==> src/rtl/gauss3x3.sv <==
// Streaming 3x3 Gaussian blur over a zero-padded raster, kernel [1 2 1; 2 4 2; 1 2 1] / 16 rounded.
// Two line buffers supply the upper rows; a shift window holds the columns already seen.
module gauss3x3 #(
  parameter int WIDTH  = 6,
  parameter int HEIGHT = 6
) (
  input  logic       clk,
  input  logic       reset,
  input  logic [7:0] data_in,
  input  logic       valid_in,
  output logic       ready_out,
  output logic [7:0] data_out,
  output logic       valid_out,
  input  logic       ready_in
);

  localparam int PW = WIDTH + 2;
  localparam int PH = HEIGHT + 2;
  localparam int XW = (PW > 1) ? $clog2(PW) : 1;
  localparam int YW = (PH > 1) ? $clog2(PH) : 1;

  logic [XW-1:0] x_q, x_d;
  logic [YW-1:0] y_q, y_d;

  logic [7:0] lb0_q [PW];
  logic [7:0] lb1_q [PW];

  // Window: index 0 is the centre column of the next sum, index 1 its left column.
  // The column leaving on each shift is never read again, so only two are kept.
  logic [1:0][7:0] top_q, top_d;
  logic [1:0][7:0] mid_q, mid_d;
  logic [1:0][7:0] bot_q, bot_d;

  logic [7:0] data_q, data_d;
  logic       valid_q, valid_d;

  logic       accept;
  logic       emit;
  logic [7:0] colTop, colMid, colBot;
  logic [11:0] rowTop, rowMid, rowBot, sum;

  function automatic logic [11:0] row121(input logic [7:0] l, input logic [7:0] c,
                                         input logic [7:0] r);
    return {4'd0, l} + {3'd0, c, 1'b0} + {4'd0, r};
  endfunction

  assign ready_out = ready_in | ~valid_q;
  assign accept    = valid_in & ready_out;
  assign emit      = (x_q >= XW'(2)) && (y_q >= YW'(2));

  assign colTop = lb1_q[x_q];
  assign colMid = lb0_q[x_q];
  assign colBot = data_in;

  assign rowTop = row121(top_q[1], top_q[0], colTop);
  assign rowMid = row121(mid_q[1], mid_q[0], colMid);
  assign rowBot = row121(bot_q[1], bot_q[0], colBot);
  assign sum    = rowTop + (rowMid << 1) + rowBot;

  always_comb begin
    x_d     = x_q;
    y_d     = y_q;
    top_d   = top_q;
    mid_d   = mid_q;
    bot_d   = bot_q;
    data_d  = data_q;
    valid_d = valid_q;
    if (accept) begin
      if (x_q == XW'(PW - 1)) begin
        x_d = '0;
        y_d = (y_q == YW'(PH - 1)) ? '0 : y_q + 1'b1;
      end else begin
        x_d = x_q + 1'b1;
      end
      top_d = {top_q[0], colTop};
      mid_d = {mid_q[0], colMid};
      bot_d = {bot_q[0], colBot};
      if (emit) begin
        data_d  = 8'((sum + 12'd8) >> 4);
        valid_d = 1'b1;
      end else if (ready_in) begin
        valid_d = 1'b0;
      end
    end else if (ready_in) begin
      valid_d = 1'b0;
    end
  end

  always_ff @(posedge clk or posedge reset) begin
    if (reset) begin
      x_q     <= '0;
      y_q     <= '0;
      top_q   <= '0;
      mid_q   <= '0;
      bot_q   <= '0;
      data_q  <= '0;
      valid_q <= 1'b0;
    end else begin
      x_q     <= x_d;
      y_q     <= y_d;
      top_q   <= top_d;
      mid_q   <= mid_d;
      bot_q   <= bot_d;
      data_q  <= data_d;
      valid_q <= valid_d;
    end
  end

  // Line buffers carry no reset: the first two rows of every frame refill them.
  always_ff @(posedge clk) begin
    if (accept) begin
      lb1_q[x_q] <= lb0_q[x_q];
      lb0_q[x_q] <= data_in;
    end
  end

  assign data_out  = data_q;
  assign valid_out = valid_q;

endmodule

==> config.mk <==
export PLATFORM = sky130hd
export DESIGN_NAME = gauss3x3
export DESIGN_NICKNAME = d
export VERILOG_FILES = /design/src/rtl/gauss3x3.sv
export SDC_FILE = /design/constraint.sdc
export NUM_CORES = 1
export LEC_CHECK = 0
export ABC_AREA = 1
export CELL_PAD_IN_SITES_DETAIL_PLACEMENT = 1
export CELL_PAD_IN_SITES_GLOBAL_PLACEMENT = 1
export CORE_ASPECT_RATIO = 1.4
export CORE_MARGIN = 2
export CORE_UTILIZATION = 50
export DETAILED_ROUTE_END_ITERATION = 12
export PLACE_DENSITY_LB_ADDON = 0.1
export RECOVER_POWER = 100
export SYNTH_ARGS = -nofsm -noshare
export SYNTH_HDL_FRONTEND = slang
export SYNTH_SLANG_ARGS = --single-unit
==> constraint.sdc <==
create_clock -name clk -period 6.9 [get_ports clk]
set_clock_uncertainty 0.15 [all_clocks]
set_input_delay 0.69 -clock clk [delete_from_list [all_inputs] [get_ports clk]]
set_output_delay 0.69 -clock clk [all_outputs]
set_load 0.02 [all_outputs]
==> impl_metrics.ini, run 1 <==
[run_status]
status = finished with violations
failed_checks = capacitance limit, slew limit

[die]
die_area_um2 = 20300
start_util_pct = 51.3
rows = 59
io_pins = 22
coreArea_um2 = 18700
die_h_um = 168
die_x_um = 121

[placed_design]
hpwl_um = 17500
globalplace.congestion = 0.839
io_buffers = 21
dpl_cell_area_um2 = 10100
dpl.cell_count = 1163

[critical_path]
cp-endpoint = data_out[7]$_DFFE_PP0P_
startpoint_type = flip-flop
cp_num_buf_inv = 4
cp_max_fo = 27
cp.required_ps = 7070
cp-end-kind = flip-flop
cp.arrival_ps = 6720
worst_r2r_endpoint = data_out[7]$_DFFE_PP0P_
crit_type = flip-flop to flip-flop
critPathTopFamily = adder cells
reg2reg_depth = 23
crit_path_max_incr_delay_ps = 550
cp.depth = 23
crit_start = x_q[0]$_DFFE_PP0P_
crit_chain = inv_2, buf_4, nand2_1, a21oi_1, o21ai_0, nand2_2, fa_1, fa_1, nand4_1, o211ai_1, xor2_1, fa_1, ha_1, fa_1, inv_1, fa_1, inv_1, ha_1, a21oi_1, o21a_1, nand3_1, nand3_1, nand2_1
crit_top_cell = fa_1
r2r_start = x_q[0]$_DFFE_PP0P_
cpMaxStageDelayCell = dfrtp_2
reg2reg_slack_ps = 350

[sta]
setup_viol = 0
drv_slew = 175
period_share_pct = 94.9
fin_crit_ps = 6550
worst_pin_slew_ps = 3670
clock.fmax_mhz = 153
slew-limit-headroom_pct = -145
rsz0062_at_grt = false
finalHoldViolations = 0
setup_tns_ps = 0

[cts]
root_buffer = clkbuf_16
hold_buffers = 0
h-tree-depth = 4
clock_latency_ps = 430
cts_resized = 0
post-cts-setup-buffer-count = 0
clockBufferDepth = 2
clkSinkCount = 191
clkSlewWorstSetupHoldPaths_ps = 80
cts_buffers = 17
cts_tree = built

[grt]
overflow = 0
track_usage_pct = 26.1
use_met3_pct = 3.81
busiest_layer = met2
grt_pass1_vias = 7304
antenna_found_initial = 0
use_met1_pct = 31.1
grt_pass1_wl_um = 39800
met2_usage_pct = 47.7
grt_max_degree = 64

[synth]
synth_top_cell_area_share_pct = 40.1
synth_edf_count = 128
ys_async_sr_fraction_pct = 33.0
netlist_instances = 906
ys_seq_area_share_pct = 56.6
ys_seq_elements = 191
synth.avg_cell_area_um2 = 10.6
syn-cell-area_um2 = 9580
yosys_most_used_dff = edfxtp_1
synthTopCellsByArea = edfxtp_1 40%, dfrtp_1 16%, nand2_1 12%
synth_top_area_cell = edfxtp_1
syn_nets = 995
yosysWarnings = 0
yosysUniqueCellTypes = 36
yosysMostFrequentCell = nand2_1
synth_common_cells = 301 x nand2_1, 128 x edfxtp_1, 101 x inv_1

[route]
first_iter_violations = 417
avgViaCountPerCell = 5.44
ant_nets = 0
wl_per_cell_um = 20.7
drc = 0
routed_wl_um = 24700
drtPass1Iterations = 4
vias = 6496

[final_layout]
area_growth_pct = 10.8
fin_cells = 1195
fillers = 2037
diodes = 0
post-route-util_pct = 56.8
post-route-cell-area_um2 = 10600
layout.nets = 1027
drive_above_1_share_pct = 6.10

[hold_path]
hp-class = flip-flop to flip-flop

[flow_run]
drv_cap = 4
[placed cells by master (no fill, tap or decap), types with 2 or more instances in the layout]
| master | Yosys | routed |
|---|---|---|
| xor2_1 | 5 | 5 |
| clkbuf_16 | 0 | 17 |
| inv_1 | 101 | 102 |
| o21ai_1 | 20 | 15 |
| nand3b_1 | 2 | 2 |
| nor2_1 | 25 | 25 |
| xnor2_1 | 3 | 3 |
| clkbuf_1 | 6 | 15 |
| inv_6 | 0 | 4 |
| nand3_1 | 39 | 39 |
| o21ai_0 | 25 | 31 |
| fa_1 | 46 | 46 |
| a21o_1 | 3 | 3 |
| nor4_1 | 3 | 3 |
| nor2_4 | 2 | 2 |
| dfrtp_1 | 63 | 62 |
| nand4_1 | 5 | 5 |
| a21oi_1 | 41 | 41 |
| nand2_1 | 301 | 303 |
| nand3_2 | 2 | 2 |
| edfxtp_1 | 128 | 128 |
| bufinv_16 | 0 | 3 |
| inv_8 | 0 | 3 |
| o22ai_1 | 2 | 2 |
| o21a_1 | 2 | 2 |
| nand2_2 | 5 | 3 |
| clkinv_4 | 0 | 3 |
| dlygate4sd3_1 | 0 | 20 |
| buf_4 | 9 | 12 |
| inv_2 | 5 | 3 |
| ha_1 | 31 | 31 |
| a31oi_1 | 4 | 4 |
| clkinv_2 | 0 | 2 |
[metrics by stage]
stage | setup WS (ps) | hold WS [ps]
2_1_floorplan | 1320 | 303
3_3_place_gp | 645 | 321
3_5_place_dp | 371 | 329
4_1_cts | 339 | 347
5_1_grt | 32.0 | 369
6_report | 354 | 341
[flip-flops by register name, summed over array words and instances, names as in the netlist]
signal / cells
bot_q: 16
data_out: 8
lb0_q: 64
lb1_q: 64
mid_q: 16
top_q: 16
valid_out: 1
x_q: 3
y_q: 3
[layout make-up]
| class | count | area (µm²) | share of cell area, % |
|---|---|---|---|
| Sequential cell | 191 | 5420 | 51.1 |
| Multi-Input combinational cell | 574 | 3510 | 33.1 |
| Clock buffer | 17 | 425 | 4.01 |
| Inverter | 106 | 398 | 3.75 |
| Timing Repair Buffer | 48 | 357 | 3.36 |
| Tap cell | 244 | 305 | 2.88 |
| Clock inverter | 15 | 195 | 1.84 |
[routing by layer]
layer / vias to the layer above / routed length, µm
met2: 108 / 13700
met1: 3339 / 9600
met4: 0 / 624
met5: - / 0
met3: 46 / 737
li1: 3003 / -
[cells by family (layout without fill, tap and decap cells)]
logic type                 count (synthesis)  count (layout)  share of synthesized area [%]
muxes                                      1               1                          0.118
and+or+nand+nor                          386             386                           16.5
adders and majority gates                 77              77                           13.7
AOI/OAI and AO/OA                        102             102                           5.74
DFF                                      191             191                           56.6
buffers and inverters                    141             186                           6.66
xor gates and xnor gates                   8               8                          0.732
[worst min path at each step]
stage / endpoint / cells past startpoint / from / slack [ps]
after floorplan: bot_q[14]$_DFFE_PP0P_ / 2 / bot_q[14]$_DFFE_PP0P_ / 300
after global placement: mid_q[8]$_DFFE_PP0P_ / 2 / mid_q[8]$_DFFE_PP0P_ / 320
after detailed placement: data_out[6]$_DFFE_PP0P_ / 2 / data_out[6]$_DFFE_PP0P_ / 330
after CTS: data_out[6]$_DFFE_PP0P_ / 2 / data_out[6]$_DFFE_PP0P_ / 350
after global routing: data_out[6]$_DFFE_PP0P_ / 2 / data_out[6]$_DFFE_PP0P_ / 370
final: data_out[6]$_DFFE_PP0P_ / 2 / data_out[6]$_DFFE_PP0P_ / 340
[worst register-to-register path, stage by stage, from the launching register on]
cell      delay (ps)
dfrtp_2          550
inv_2            470
buf_4            290
nand2_1           90
a21oi_1          150
o21ai_0          110
nand2_2          210
fa_1             510
fa_1             510
nand4_1          130
o211ai_1         120
xor2_1           200
fa_1             450
ha_1             340
fa_1             550
inv_1             60
fa_1             540
inv_1             40
ha_1             350
a21oi_1          260
o21a_1           170
nand3_1           80
nand3_1           90
nand2_1           50
Power of run 1 is not shown: default switching activity piles up to over one toggle a cycle in this logic, so the estimate is an artifact.
==> inputs of run 2 (changes only) <==
Settings changed: CTS_CLUSTER_DIAMETER set to 30.
==> results of run 2 <==
The final DEF is identical to that of run 1; final timing and power are the same.
Power of run 2 is left out for the same reason.
